$ cat src/rtl/gate_bank_if.sv
// Pin bundle for gate_bank_core: switch operands and pushbuttons in, LED/mode/display out.
// slave is the core's view, master is the board/driver side.
interface gate_bank_if #(
   parameter int CH = 4
);
   logic [CH-1:0] a;
   logic [CH-1:0] b;
   logic          key_next_n;
   logic          key_prev_n;
   logic          key_hold_n;
   logic [CH-1:0] y;
   logic [2:0]    mode;
   logic          held;
   logic [6:0]    hex;

   modport slave (
      input  a, b, key_next_n, key_prev_n, key_hold_n,
      output y, mode, held, hex
   );

   modport master (
      output a, b, key_next_n, key_prev_n, key_hold_n,
      input  y, mode, held, hex
   );
endinterface

$ cat src/rtl/gate_bank_core.sv
// Bitwise gate bank: synchronized switch operands, pushbutton mode select and output freeze.
// Define GATE_BANK_HEX_EN to compile the seven-segment mode decoder; otherwise hex is blank.
module gate_bank_core #(
   parameter int CH          = 4,
   parameter int SYNC_STAGES = 2
) (
   input logic        clk,
   input logic        reset_n,
   gate_bank_if.slave bus
);
   typedef enum logic [2:0] {
      M_BUF, M_INV, M_AND, M_OR, M_NAND, M_NOR, M_XOR, M_XNOR
   } gate_mode_t;

   logic [CH-1:0]        r_a_sync   [SYNC_STAGES];
   logic [CH-1:0]        r_b_sync   [SYNC_STAGES];
   logic [2:0]           r_key_sync [SYNC_STAGES];
   logic [2:0]           r_key_prev;
   logic [SYNC_STAGES:0] r_arm;
   gate_mode_t           r_mode;
   logic                 r_held;
   logic [CH-1:0]        r_y;

   gate_mode_t    w_mode_nxt;
   logic [2:0]    w_key_pin;
   logic [2:0]    w_key_s;
   logic [2:0]    w_press;
   logic [CH-1:0] w_a_s;
   logic [CH-1:0] w_b_s;

   function automatic logic [CH-1:0] f_gate(input gate_mode_t m,
                                            input logic [CH-1:0] a,
                                            input logic [CH-1:0] b);
      case (m)
         M_BUF:   f_gate = a;
         M_INV:   f_gate = ~a;
         M_AND:   f_gate = a & b;
         M_OR:    f_gate = a | b;
         M_NAND:  f_gate = ~(a & b);
         M_NOR:   f_gate = ~(a | b);
         M_XOR:   f_gate = a ^ b;
         default: f_gate = ~(a ^ b);
      endcase
   endfunction

   // Key bit order: [0] next, [1] prev, [2] hold.
   assign w_key_pin = {bus.key_hold_n, bus.key_prev_n, bus.key_next_n};
   assign w_key_s   = r_key_sync[SYNC_STAGES-1];
   assign w_a_s     = r_a_sync[SYNC_STAGES-1];
   assign w_b_s     = r_b_sync[SYNC_STAGES-1];

   // r_arm marks when both the sync output and the edge flop hold real pin samples, so a
   // key already down at reset release is seen as low/low and never as a falling edge.
   assign w_press = {3{r_arm[SYNC_STAGES]}} & r_key_prev & ~w_key_s;

   always_ff @(posedge clk or negedge reset_n) begin
      if (!reset_n) begin
         for (int i = 0; i < SYNC_STAGES; i++) begin
            r_a_sync[i]   <= '0;
            r_b_sync[i]   <= '0;
            r_key_sync[i] <= '1;
         end
         r_key_prev <= '1;
         r_arm      <= '0;
      end else begin
         r_a_sync[0]   <= bus.a;
         r_b_sync[0]   <= bus.b;
         r_key_sync[0] <= w_key_pin;
         for (int i = 1; i < SYNC_STAGES; i++) begin
            r_a_sync[i]   <= r_a_sync[i-1];
            r_b_sync[i]   <= r_b_sync[i-1];
            r_key_sync[i] <= r_key_sync[i-1];
         end
         r_key_prev <= w_key_s;
         r_arm      <= {r_arm[SYNC_STAGES-1:0], 1'b1};
      end
   end

   always_comb begin
      w_mode_nxt = r_mode;
      case ({w_press[0], w_press[1]})
         2'b10:   w_mode_nxt = gate_mode_t'(r_mode + 3'd1);
         2'b01:   w_mode_nxt = gate_mode_t'(r_mode - 3'd1);
         default: w_mode_nxt = r_mode;
      endcase
   end

   always_ff @(posedge clk or negedge reset_n) begin
      if (!reset_n) begin
         r_mode <= M_BUF;
         r_held <= 1'b0;
         r_y    <= '0;
      end else begin
         r_mode <= w_mode_nxt;
         r_held <= r_held ^ w_press[2];
         if (!r_held) begin
            r_y <= f_gate(r_mode, w_a_s, w_b_s);
         end
      end
   end

   assign bus.y    = r_y;
   assign bus.mode = r_mode;
   assign bus.held = r_held;

`ifdef GATE_BANK_HEX_EN
   function automatic logic [6:0] f_hex(input gate_mode_t m);
      case (m)
         M_BUF:   f_hex = 7'b1000000;
         M_INV:   f_hex = 7'b1111001;
         M_AND:   f_hex = 7'b0100100;
         M_OR:    f_hex = 7'b0110000;
         M_NAND:  f_hex = 7'b0011001;
         M_NOR:   f_hex = 7'b0010010;
         M_XOR:   f_hex = 7'b0000010;
         default: f_hex = 7'b1111000;
      endcase
   endfunction

   assign bus.hex = f_hex(r_mode);
`else
   assign bus.hex = 7'b1111111;
`endif
endmodule

$ cat src/flat_wrapper.sv
// flat-port wrapper written by rule: the top's interface ports become plain ports
module gate_bank_core_flat 
#(
   parameter int CH          = 4,
   parameter int SYNC_STAGES = 2
)
  (clk, reset_n, bus_a, bus_b, bus_key_next_n, bus_key_prev_n, bus_key_hold_n, bus_y, bus_mode, bus_held, bus_hex);
  gate_bank_if #(.CH(CH)) bus_i ();
  input logic clk;
  input logic reset_n;
  input wire logic [$bits(bus_i.a)-1:0] bus_a;
  input wire logic [$bits(bus_i.b)-1:0] bus_b;
  input wire logic [$bits(bus_i.key_next_n)-1:0] bus_key_next_n;
  input wire logic [$bits(bus_i.key_prev_n)-1:0] bus_key_prev_n;
  input wire logic [$bits(bus_i.key_hold_n)-1:0] bus_key_hold_n;
  output wire logic [$bits(bus_i.y)-1:0] bus_y;
  output wire logic [$bits(bus_i.mode)-1:0] bus_mode;
  output wire logic [$bits(bus_i.held)-1:0] bus_held;
  output wire logic [$bits(bus_i.hex)-1:0] bus_hex;
  assign bus_i.a = bus_a;
  assign bus_i.b = bus_b;
  assign bus_i.key_next_n = bus_key_next_n;
  assign bus_i.key_prev_n = bus_key_prev_n;
  assign bus_i.key_hold_n = bus_key_hold_n;
  assign bus_y = bus_i.y;
  assign bus_mode = bus_i.mode;
  assign bus_held = bus_i.held;
  assign bus_hex = bus_i.hex;
  gate_bank_core #(.CH(CH), .SYNC_STAGES(SYNC_STAGES)) u_core (.clk(clk), .reset_n(reset_n), .bus(bus_i));
endmodule
$ cat config.mk
export PLATFORM = sky130hd
export DESIGN_NAME = gate_bank_core_flat
export DESIGN_NICKNAME = d
export VERILOG_FILES = /design/src/rtl/gate_bank_if.sv /design/src/rtl/gate_bank_core.sv /design/src/flat_wrapper.sv
export SDC_FILE = /design/constraint.sdc
export NUM_CORES = 1
export LEC_CHECK = 0
export CAP_MARGIN = 0
export CORE_ASPECT_RATIO = 2
export CORE_MARGIN = 1
export CORE_UTILIZATION = 46
export DETAILED_ROUTE_END_ITERATION = 6
export PLACE_DENSITY = 0.74
export SLEW_MARGIN = 20
export SYNTH_ARGS = -nofsm -noshare
export SYNTH_HDL_FRONTEND = slang
export SYNTH_SLANG_ARGS = --single-unit
$ cat constraint.sdc
create_clock -name clk -period 1.6 [get_ports clk]
set_input_delay 0.32 -clock clk [delete_from_list [all_inputs] [get_ports clk]]
set_output_delay 0.32 -clock clk [all_outputs]
set_load 0.05 [all_outputs]
-- After elaboration in Yosys (flattened, before gate mapping)
Cells that the tools add are included.
- $add $sub $neg: 2
- eq/ne operators: 8
- multiplexer cells: 2
- bitwise logic cells: 11
- reductions and logical operators: 2
- operators with widths (kind ; number):
    $pmux W4 S7 ; 1
    $not A4 Y4 ; 4
    $eq A3 B3 Y1 const B ; 3
    $and A3 B3 Y3 ; 2
    $eq A3 B2 Y1 const B ; 2
    $pmux W3 S2 ; 1
    $and A4 B4 Y4 ; 1
    $or A4 B4 Y4 ; 1
    $xor A4 B4 Y4 ; 1
    $add A3 B1 Y3 const B ; 1
    $eq A3 B1 Y1 const B ; 1
    $logic_not A3 Y1 ; 1
    $not A3 Y3 ; 1
    $sub A3 B1 Y3 const B ; 1
    $eq A2 B1 Y1 const B ; 1
    $eq A2 B2 Y1 const B ; 1
    $reduce_bool A2 Y1 ; 1
    $xor A1 B1 Y1 ; 1
- flip-flop bits (word level): 36
- input bits: 13
- output and inout bits: 15
- logic and storage cells: 36

-- Logic depth before layout (Yosys ltp)
- depth after elaboration: 4
- depth in mapped cells: 7
- gate-level depth less buffers: 6

-- Worst setup path before layout
OpenSTA, ideal clock, no wires.
- path type: reg-to-reg
- start point: register u_core.r_mode[2] (netlist: u_core.bus.mode[2])
- end point: register u_core.r_y[0] (netlist: u_core.bus.y[0])
- setup time: 0.121 ns
- arrival time: 2.000 ns
- data required time: 1.479 ns
- path slack: -0.521 ns
- stages on the path, launching flop included: 7
- buffers on the path: 1
- period minus slack after synthesis: 2.121 ns
- cells stage by stage: dfrtp_1 > buf_6 > clkinv_1 > ha_1 > nor4_4 > a21oi_1 > a22o_1
- word-level cells in the longest chain between the ends: 2
- elaborated cells on any way between the ends: 8
- those cells by class: eq/ne (6); mux (1); reduce/logical (1)
- RTL lines (what ; RTL line ; RTL):
    from (decl) ; gate_bank_core.sv:20 ; gate_mode_t r_mode;
    from (signal assigned) ; gate_bank_core.sv:94 ; r_mode <= w_mode_nxt;
    $eq A3 B3 Y1, or another cell as far along ; gate_bank_core.sv:34 ; case (m)
    $pmux W4 S7 (*) ; gate_bank_core.sv:34 ;
    to (signal assigned) ; gate_bank_core.sv:97 ; r_y <= f_gate(r_mode, w_a_s, w_b_s);
    to (decl) ; gate_bank_core.sv:22 ; logic [CH-1:0] r_y;
Mark *: on every way between the ends. The rest lies on a longest branch, timed or not.
A chain may end at the register's enable or synchronous reset.

-- Worst setup path in the final report
- start point: register u_core.r_a_sync (netlist bit u_core.w_a_s[0])
- end point: register u_core.r_y[0] (netlist: u_core.bus.y[0])
- word-level cells in the longest chain between the ends: 3
- elaborated cells on any way between the ends: 8
- those cells by class: mux (1); bitwise (7)
- RTL lines (what ; RTL line ; RTL):
    from (decl) ; gate_bank_core.sv:15 ; logic [CH-1:0] r_a_sync [SYNC_STAGES];
    from (signal, indexed assignment) ; gate_bank_core.sv:70 ; r_a_sync[i] <= r_a_sync[i-1];
    $xor A4 B4 Y4, or another cell as far along ; gate_bank_core.sv:41, gate_bank_core.sv:42 ;
    $not A4 Y4 (on tied branches) ; gate_bank_core.sv:42, gate_bank_core.sv:39, gate_bank_core.sv:40 ;
    $pmux W4 S7 (*) ; gate_bank_core.sv:34 ;
Marks and branches as above.

==> flow_summary.json <==
{
  "outcome": "finished, violations left",
  "failed_checks": "setup timing",
  "dr.pass1.iters": 6,
  "grt_first_pass_wirelength_um": 4843,
  "vias_per_cell": 5.382,
  "power_switching_uw": 1667,
  "gpl.final_weighted_congestion": 0.8516,
  "required_arrival_time_at_the_worst_endpoint_ns": 1.77,
  "syn_to_final_growth_pct": 42.26,
  "floorplan.io_pins": 28,
  "rsz0062_at_grt": "yes",
  "final_min_period_over_clock_period": 1.001,
  "dpl_worst_slack_ns": -0.09309,
  "clock_tree.buffer_depth": 2,
  "maxCapViolCount": 0,
  "critical_path.max_fanout": 2,
  "postSynthCellCount": 130,
  "gr-usage-met3": 0.04421,
  "comb_power_share": 0.517,
  "timing_max_transition_violations_final": 0,
  "clk_lat_worst_skew_ns": 0.29,
  "worstSetupPathType": "flip-flop to flip-flop",
  "final.min_clock_period_ns": 1.602,
  "routedWlPerCell_um": 15.63,
  "holdBufCountCts": 0,
  "detailroute.via_count": 1114,
  "synth-seq-cells": 36,
  "synthesis.area_mm2": 0.001617,
  "setup.reg_to_reg.worst_slack_ns": -0.002,
  "io_buffer_count": 20,
  "use_met2": 0.3189,
  "routed_wire_length_um": 3235,
  "dieArea_mm2": 0.003770,
  "antenna_cells_inserted": 0,
  "global_route.peak_usage_layer": "met2",
  "dp.final_hpwl_um": 2101,
  "finClkSkew_ns": 0.01139,
  "timing.final.ws_setup_ns": -0.001800,
  "p_leak_uw": 0.001042,
  "die_width_um": 43.92,
  "grt_pass1_vias": 1118,
  "clock_power_share": 0.193,
  "switching_part_of_the_total": 0.3745,
  "cellInternalPower_uw": 2784,
  "share_of_power_burned_in_registers": 0.290,
  "ctsRootBufferMaster": "sky130_fd_sc_hd__clkbuf_8",
  "dieHeight_um": 85.84,
  "groute.layer.met1.usage": 0.1810,
  "timing_hold_violations_final": 0,
  "globalRouteOverflowTotal": 0,
  "number_of_remaining_drc_errors": 0,
  "cts-buffers-inserted": 5,
  "cp.arrival_ns": 1.78,
  "grtUsageTotal": 0.1845,
  "critPathLaunchType": "flip-flop",
  "synth-seq-area-share": 0.5642,
  "clock.fmax_mhz": 624.3,
  "p_per_area_mw_per_mm2": 1936,
  "cts.sinks": 36,
  "grt_antenna_before_repair": 0,
  "row_count": 30,
  "floorplan.initialDensity": 0.4785,
  "cts.clk_slew.worst_paths_ns": 0.08,
  "dr.first_iter.drc_count": 34,
  "grt_max_degree": 37,
  "drive_above_1_share": 0.4171,
  "timing.setup.tns_ns": -0.001800,
  "finalSetupViolations": 1,
  "h_tree_level_count": 2,
  "ir_worst_vdd_v": 0.001487,
  "critical_path_end_type": "flip-flop",
  "yosys_warnings": 0,
  "cts_tree": "yes",
  "final_net_count": 202,
  "number_of_different_library_cells_in_the_post_synthesis_netlist": 29,
  "postRouteAntennaNets": 0,
  "design.core.area_mm2": 0.003378,
  "hold_path_class": "flip-flop to flip-flop",
  "p_total_uw": 4451,
  "avgSynthCellArea_um2": 12.44
}
-- through the flow --
step / hold WS, ns / utilization / std cells / instance area, µm²
after global placement: 0.3324 / 0.5963 / 191 / 2014
after global routing: 0.3535 / 0.6807 / 207 / 2300
final: 0.3384 / 0.6807 / 207 / 2300
after floorplan: 0.02441 / - / 137 / 1683
after detailed placement: 0.3347 / 0.5963 / 191 / 2014
after CTS: 0.3423 / 0.6496 / 204 / 2195
-- placed cells by master, fill, tap and decap left out, drive strengths merged, types with 2 or more instances in the layout --
master          n
a211oi          4
a21oi           6
a221oi          7
a22o            4
a31oi           2
buf            28
clkbuf          7
clkdlybuf4s50  12
conb            8
dfrtp          27
dfstp           9
ha             15
inv            19
mux2            3
nand2           3
nor2            3
nor2b           4
o21ai           4
xnor2           2
-- final timing paths --
path	start	end	cells after the start
setup reg to reg	u_core.w_a_s[0]$_DFF_PN0_	u_core.bus.y[0]$_DFFE_PN0N_	6
min in group asynchronous	reset_n	u_core.r_b_sync[7]$_DFF_PN0_	2
hold / removal	u_core.r_arm[1]$_DFF_PN0_	u_core.r_arm[2]$_DFF_PN0_	0
max in group asynchronous	reset_n	u_core.r_key_prev[1]$_DFF_PN1_	2
hold reg to reg	u_core.r_arm[1]$_DFF_PN0_	u_core.r_arm[2]$_DFF_PN0_	0
setup / recovery	u_core.w_a_s[0]$_DFF_PN0_	u_core.bus.y[0]$_DFFE_PN0N_	6
-- Yosys cell counts (all sizes together) --
cell / instances / area [µm²]
a211oi: 4 / 30.03
a21oi: 6 / 30.03
a221oi: 7 / 73.82
a22o: 4 / 35.03
a31oi: 2 / 12.51
and3: 1 / 7.510
buf: 9 / 71.32
clkbuf: 1 / 3.750
clkinv: 1 / 3.750
conb: 1 / 3.750
dfrtp: 27 / 675.7
dfstp: 9 / 236.5
ha: 15 / 187.7
inv: 19 / 71.32
mux2: 3 / 37.53
nand2: 3 / 11.26
nand3b: 1 / 7.510
nor2: 3 / 11.26
nor2b: 4 / 25.02
nor4: 1 / 21.27
o211ai: 1 / 7.510
o21ai: 4 / 20.01
o22ai: 1 / 6.260
xnor2: 2 / 17.52
xor2: 1 / 8.760
-- repair_timing --
| item | in CTS | in global routing |
|---|---|---|
| setup buffers | 5 | 3 |
| gates resized for setup | 4 | 13 |
| pin swaps | 4 | 5 |
| setup endpoints to repair | 4 | 4 |
-- registers in the layout, indices dropped and copies added, names as in the netlist --
name / flops
u_core.bus.held: 1
u_core.w_a_s: 4
u_core.w_key_s: 3
u_core.r_key_sync: 3
u_core.bus.mode: 3
u_core.r_a_sync: 4
u_core.w_b_s: 4
u_core.r_arm: 3
u_core.r_key_prev: 3
u_core.r_b_sync: 4
u_core.bus.y: 4
-- power by group through the flow --
stage	clock network [µW]	logic [µW]	registers (µW)
floorplan	0	992	1540
global placement	0	1990	1280
detailed placement	0	2040	1290
CTS	883	2110	1280
global route	925	2430	1320
finish	859	2300	1290
-- layer usage --
metal | wire [µm] | part of all wire
met1 | 1090 | 0.34
met5 | 0 | 0
met4 | 148 | 0.046
met2 | 1887 | 0.58
met3 | 109 | 0.034
-- worst max-delay path: stages, from the launching register on --
cell and delay [ns]:
sky130_fd_sc_hd__dfrtp_1 0.39, sky130_fd_sc_hd__inv_1 0.13, sky130_fd_sc_hd__ha_4 0.22, sky130_fd_sc_hd__mux2_2 0.27, sky130_fd_sc_hd__a221oi_2 0.20, sky130_fd_sc_hd__o21ai_1 0.10, sky130_fd_sc_hd__a22o_1 0.18
-- cells by family (layout without fill, tap and decap cells) --
| group | after synthesis | after routing | share of synthesized area |
|---|---|---|---|
| adder cells (fa/ha/maj) | 15 | 15 | 0.1161 |
| multiplexers | 3 | 3 | 0.02322 |
| buffers and inverters | 30 | 68 | 0.09288 |
| other | 1 | 8 | 0.002320 |
| AO/OA/AOI/OAI | 29 | 29 | 0.1331 |
| XOR/XNOR | 3 | 3 | 0.01626 |
| AND/OR/NAND/NOR | 13 | 13 | 0.05186 |
| flip-flops | 36 | 36 | 0.5642 |
-- cell type report --
| type | count | area, µm² |
|---|---|---|
| Clock buffer | 7 | 96.34 |
| Clock inverter | 1 | 30.03 |
| Fill cell | 232 | 1079 |
| Inverter | 20 | 80.08 |
| Multi-Input combinational cell | 71 | 695.7 |
| Sequential cell | 36 | 915.9 |
| Tap cell | 32 | 40.04 |
| Timing Repair Buffer | 40 | 441.7 |
No activity file was read; power rests on OpenSTA's default activity.
